==> src/rtl/uart_rx_oversampler.sv <==
// UART receiver: 16x oversampled serial line, 3-sample majority vote per bit,
// optional parity and one stop bit, parallel word with valid/error flags.
module uart_rx_oversampler #(
  parameter int unsigned DATA_WIDTH = 8,
  parameter bit          PARITY_ODD = 1'b0
) (
  input  logic                  CLK,
  input  logic                  RST,
  input  logic                  RXD,
  input  logic                  RX_tick,
  input  logic                  PARITY_EN,
  output logic [DATA_WIDTH-1:0] RXDATA,
  output logic                  VALID_RX,
  output logic                  PARITY_ERROR,
  output logic                  STOP_ERROR,
  output logic                  busy
);

  localparam int unsigned BitCntW = (DATA_WIDTH > 1) ? $clog2(DATA_WIDTH) : 1;
  localparam logic [BitCntW-1:0] LastBit = BitCntW'(DATA_WIDTH - 1);

  typedef enum logic [2:0] {StIdle, StStart, StData, StParity, StStop} state_e;

  state_e                state_q, state_d;
  logic                  rxd_meta_q, rxd_sync_q;
  logic [3:0]            tick_cnt_q, tick_cnt_d;
  logic [BitCntW-1:0]    bit_cnt_q, bit_cnt_d;
  logic [2:0]            samples_q, samples_d;
  logic [DATA_WIDTH-1:0] shift_q, shift_d;
  logic                  par_en_q, par_en_d;
  logic                  par_fail_q, par_fail_d;
  logic [DATA_WIDTH-1:0] rxdata_q, rxdata_d;
  logic                  valid_q, valid_d;
  logic                  perr_q, perr_d;
  logic                  serr_q, serr_d;
  logic                  maj;
  logic                  slot_sample, slot_end;

  // Third vote is the live synced value on the decision tick itself.
  assign maj = (samples_q[1] & samples_q[0]) | (samples_q[1] & rxd_sync_q) |
               (samples_q[0] & rxd_sync_q);
  assign slot_sample = (tick_cnt_q == 4'd13) || (tick_cnt_q == 4'd14);
  assign slot_end    = (tick_cnt_q == 4'd15);

  always_ff @(posedge CLK or negedge RST) begin
    if (!RST) begin
      rxd_meta_q <= 1'b1;
      rxd_sync_q <= 1'b1;
    end else begin
      rxd_meta_q <= RXD;
      rxd_sync_q <= rxd_meta_q;
    end
  end

  always_comb begin
    state_d    = state_q;
    tick_cnt_d = tick_cnt_q;
    bit_cnt_d  = bit_cnt_q;
    samples_d  = samples_q;
    shift_d    = shift_q;
    par_en_d   = par_en_q;
    par_fail_d = par_fail_q;
    rxdata_d   = rxdata_q;
    perr_d     = perr_q;
    serr_d     = serr_q;
    valid_d    = 1'b0;
    if (RX_tick) begin
      unique case (state_q)
        StIdle: begin
          if (!rxd_sync_q) begin
            state_d    = StStart;
            tick_cnt_d = 4'd0;
          end
        end
        StStart: begin
          tick_cnt_d = tick_cnt_q + 4'd1;
          if (tick_cnt_q == 4'd7 || tick_cnt_q == 4'd8) begin
            samples_d = {samples_q[1:0], rxd_sync_q};
          end
          if (tick_cnt_q == 4'd9) begin
            if (maj) begin
              state_d = StIdle;
            end else begin
              state_d    = StData;
              tick_cnt_d = 4'd0;
              bit_cnt_d  = '0;
              par_en_d   = PARITY_EN;
              par_fail_d = 1'b0;
            end
          end
        end
        StData: begin
          tick_cnt_d = tick_cnt_q + 4'd1;
          if (slot_sample) samples_d = {samples_q[1:0], rxd_sync_q};
          if (slot_end) begin
            shift_d   = {maj, shift_q[DATA_WIDTH-1:1]};
            bit_cnt_d = bit_cnt_q + 1'b1;
            if (bit_cnt_q == LastBit) state_d = par_en_q ? StParity : StStop;
          end
        end
        StParity: begin
          tick_cnt_d = tick_cnt_q + 4'd1;
          if (slot_sample) samples_d = {samples_q[1:0], rxd_sync_q};
          if (slot_end) begin
            par_fail_d = ((^shift_q) ^ maj) != PARITY_ODD;
            state_d    = StStop;
          end
        end
        StStop: begin
          tick_cnt_d = tick_cnt_q + 4'd1;
          if (slot_sample) samples_d = {samples_q[1:0], rxd_sync_q};
          // Return to idle mid-stop so the next start edge is caught with margin.
          if (slot_end) begin
            state_d  = StIdle;
            rxdata_d = shift_q;
            perr_d   = par_fail_q;
            serr_d   = ~maj;
            valid_d  = ~par_fail_q & maj;
          end
        end
        default: state_d = StIdle;
      endcase
    end
  end

  always_ff @(posedge CLK or negedge RST) begin
    if (!RST) begin
      state_q    <= StIdle;
      tick_cnt_q <= 4'd0;
      bit_cnt_q  <= '0;
      samples_q  <= 3'b111;
      shift_q    <= '0;
      par_en_q   <= 1'b0;
      par_fail_q <= 1'b0;
      rxdata_q   <= '0;
      valid_q    <= 1'b0;
      perr_q     <= 1'b0;
      serr_q     <= 1'b0;
    end else begin
      state_q    <= state_d;
      tick_cnt_q <= tick_cnt_d;
      bit_cnt_q  <= bit_cnt_d;
      samples_q  <= samples_d;
      shift_q    <= shift_d;
      par_en_q   <= par_en_d;
      par_fail_q <= par_fail_d;
      rxdata_q   <= rxdata_d;
      valid_q    <= valid_d;
      perr_q     <= perr_d;
      serr_q     <= serr_d;
    end
  end

  assign RXDATA       = rxdata_q;
  assign VALID_RX     = valid_q;
  assign PARITY_ERROR = perr_q;
  assign STOP_ERROR   = serr_q;
  assign busy         = (state_q != StIdle);

endmodule
==> config.mk <==
export PLATFORM = sky130hd
export DESIGN_NAME = uart_rx_oversampler
export DESIGN_NICKNAME = d
export VERILOG_FILES = /design/src/rtl/uart_rx_oversampler.sv
export SDC_FILE = /design/constraint.sdc
export NUM_CORES = 1
export LEC_CHECK = 0
export BUFFER_PORTS_ARGS = -buffer_cell sky130_fd_sc_hd__buf_4
export CAP_MARGIN = 20
export CORE_UTILIZATION = 30
export DETAILED_ROUTE_END_ITERATION = 8
export PLACE_DENSITY = 0.54
export SETUP_SLACK_MARGIN = 0.5
export SYNTH_ARGS = -nofsm -noshare
export SYNTH_HDL_FRONTEND = slang
export SYNTH_SLANG_ARGS = --single-unit
==> constraint.sdc <==
create_clock -name CLK -period 2.2 [get_ports CLK]
set_clock_uncertainty 0.1 [all_clocks]
set_input_delay 0.33 -clock CLK [delete_from_list [all_inputs] [get_ports CLK]]
set_output_delay 0.33 -clock CLK [all_outputs]
set_load 0.005 [all_outputs]
==> summary.txt <==
Timing
  – Final Cycle Share: 82.6%
  – Final setup fails: 0
  – F_max: 0.550 GHz
  – Setup TNS: 0 ns
  – Worst Tran Pin Value: 0.457 ns
  – Final hold viol count: 0
  – Final min period: 1.82 ns
  – RSZ-0062 raised after global routing: true
  – Setup ws final: 0.383 ns
  – Fin. max-slew vios: 0
  – Slew margin rel.: 69.5%

Yosys
  – Ys flop type: dfrtp_1
  – Synth Area in XOR/XNOR: 3.73%
  – Syn Area/Cell: 12.9 µm²
  – Post-synthesis mux area share: 13.9%
  – Synth area leaders: dfrtp_1 (41%), mux2_1 (6.0%), dfstp_2 (5.6%), mux2_4 (5.6%), ha_1 (4.0%)
  – Adder-Cell Fraction of Synth Area: 4.72%
  – Post-synth EDFFs: 0
  – Synthesized flop and latch total: 35
  – Seq/Total Area, Yosys: 46.8%
  – Simple-Gate Fraction of Synth Area: 14.4%
  – Main combinational cell family by area after synthesis: simple AND/OR/NAND/NOR gates
  – Area share of the largest cell type after synthesis: 41.3%
  – Mapped Cells: 146
  – Syn_nets: 157
  – Unique masters post-synth: 49
  – Warnings, synthesis: 0
  – Area leader, netlist: dfrtp_1
  – Compound-cell area share of the yosys netlist: 11.9%
  – Post-Syn Area: 0.00188 mm²
  – Async set-or-reset flop fraction in the synthesized netlist: 100%

Placement
  – DP HPWL: 2.47 mm
  – Port Buffers: 16
  – GP Congestion: 0.763
  – Dpl ws: 0.246 ns
  – Post-DP Area: 0.00206 mm²

Route
  – Post-DR wirelength/cell: 16.3 µm
  – Overall routed net length: 4.31 mm
  – Remaining antenna violation count: 0
  – Pre-antenna DRT Iters: 4
  – Avg Vias per Cell: 4.95
  – Post-route DRC: 0
  – Vias: 1306
  – Drt initial violations: 71

GRT
  – Vias in the first global route: 1363
  – Largest net degree at the start of global routing: 36
  – First-pass GRT wire length: 6.65 mm
  – Initial antenna violation count: 0
  – Gr usage total: 13.5%
  – Grt ovf: 0

Worst setup path
  – CP startpoint: state_q[1]
  – CP Data Required Time: 2.28 ns
  – CP max FO: 9
  – R2r startpoint: state_q[1]
  – Worst setup path class: reg -> reg
  – Capture point of the worst reg-to-reg path: state_q[1]
  – Worst Reg-to-Reg Cells: 6
  – Worst setup endpoint: state_q[1]
  – Startpoint types: flop
  – Worst setup EP type: flop
  – FF-to-FF setup slack: 0.38 ns
  – WP data arrival: 1.89 ns

Final layout
  – # diodes: 0
  – Fin util: 43.1%
  – Commonest non-fill, non-tap cell in the layout: buf_4
  – Sequential Area: 888 µm²
  – Final Cell Area: 0.00258 mm²
  – Commonest cells after routing, fill and taps aside: buf_4 (32), dfrtp_1 (25), mux2_4 (17)
  – Number of nets in the layout: 199
  – FILL cells: 552
  – Layout cells sized above 1: 58.2%
  – Multi-input gate area: 0.00109 mm²
  – Area delta synth->final: 37.2%

Floorplanning
  – Die width: 81.2 µm
  – I/O Pins: 17
  – Initial core utilization: 31.4%
  – Row count: 28
  – Die H: 81.2 µm
  – Full die area: 0.00659 mm²
  – Core area: 0.00599 mm²

Min path
  – Worst Hold Launch: RXD
  – Hold Path Class: in -> reg

CTS
  – Clock buffer depth: 2
  – Worst skew pair latency: 0.29 ns
  – CTS Root Cell: clkbuf_8
  – H-tree depth: 2
  – Clk sinks: 35
  – CTS Buf Count: 5
  – Clk pin slew, worst setup/hold paths: 0.07 ns
  – TritonCTS clock tree: built

Outcome
  – Status: completed

Pwr
  – Max IR drop VDD: 0.000364 V
  – Power Density: 967 mW/mm²
  – Power Total: 2.49 mW
  – Leakage: 1.18 nW

Run
  – Max cap viols: 0
-- flip-flops by register name, summed over array words and instances (netlist names), 2 cells and up --
signal,count
bit_cnt_q,3
samples_q,2
state_q,3
RXDATA,8
tick_cnt_q,4
shift_q,8
-- cells by family (layout without fill, tap and decap cells) --
| group | Yosys count | count (layout) |
|---|---|---|
| AND/OR/NAND/NOR | 38 | 39 |
| buffers and inverters | 11 | 53 |
| AO/OA/AOI/OAI | 26 | 26 |
| XOR/XNOR | 8 | 8 |
| adder cells (fa/ha/maj) | 7 | 7 |
| multiplexers | 21 | 21 |
| flip-flops | 35 | 35 |
-- cell type report --
type	count	share of cell area [%]
repair buffers	42	14.3
inverters	3	0.533
well taps	75	3.64
multi-input cells	101	42.4
flip-flops and latches	35	34.4
clock inverters	2	1.50
clock buffers	6	3.20
-- per-layer routing --
metal	vias to the layer above	routed length, µm	global-route usage (%)
met5	-	0	0
met4	0	56	4.82
met3	8	96	3.37
met2	16	2130	22.4
met1	668	2030	17.0
li1	614	-	-
-- cells in the mapped netlist (4+ instances only) --
| library cell | count |
|---|---|
| a21o_1 | 4 |
| mux2_1 | 10 |
| dfrtp_1 | 31 |
| buf_6 | 5 |
| dfstp_2 | 4 |
| nor2_1 | 5 |
| mux2_4 | 7 |
| ha_1 | 6 |
| o21ai_1 | 5 |
| nand2_1 | 5 |
| xnor2_1 | 7 |
-- critical path: stages (launching register included) --
cell and delay [ns]:
dfrtp_2 0.44, buf_4 0.18, nor2_2 0.22, nand2_2 0.15
o221ai_4 0.30, nor4b_2 0.09, a211o_1 0.22
-- per-stage QoR --
step / instances / hold WS (ns)
finish: 264 / 0.0413
global route: 264 / 0.0289
CTS: 254 / 0.0382
detailed placement: 233 / 0.220
global placement: 233 / 0.200
floorplan: 146 / -0.0656
-- timing repair --
item	in CTS	in global routing
cloned	1	1
setup buffers	11	9
endpoints found under the hold margin	31	0
gates resized for setup	25	28
hold buffers	1	0
pin swaps	12	10
endpoints found under the setup margin	30	34
-- where the power goes --
part / leakage [nW] / switching [mW] / total (mW) / internal [mW]
Combinational: 0.670 / 0.448 / 0.959 / 0.511
Clock: 0.0618 / 0.249 / 0.621 / 0.373
Sequential: 0.451 / 0.164 / 0.914 / 0.750
Total: 1.18 / 0.861 / 2.49 / 1.63
-- how the worst min path moves through the flow --
stage / to / slack, ns / cells past startpoint
2_1_floorplan: PARITY_ERROR / -0.07 / 0
3_3_place_gp: bit_cnt_q[1] / 0.20 / 1
3_5_place_dp: RXDATA[3] / 0.22 / 1
4_1_cts: rxd_meta_q / 0.04 / 1
5_1_grt: rxd_meta_q / 0.03 / 1
6_report: rxd_meta_q / 0.04 / 1
No activity file was read; power rests on OpenSTA's default activity.
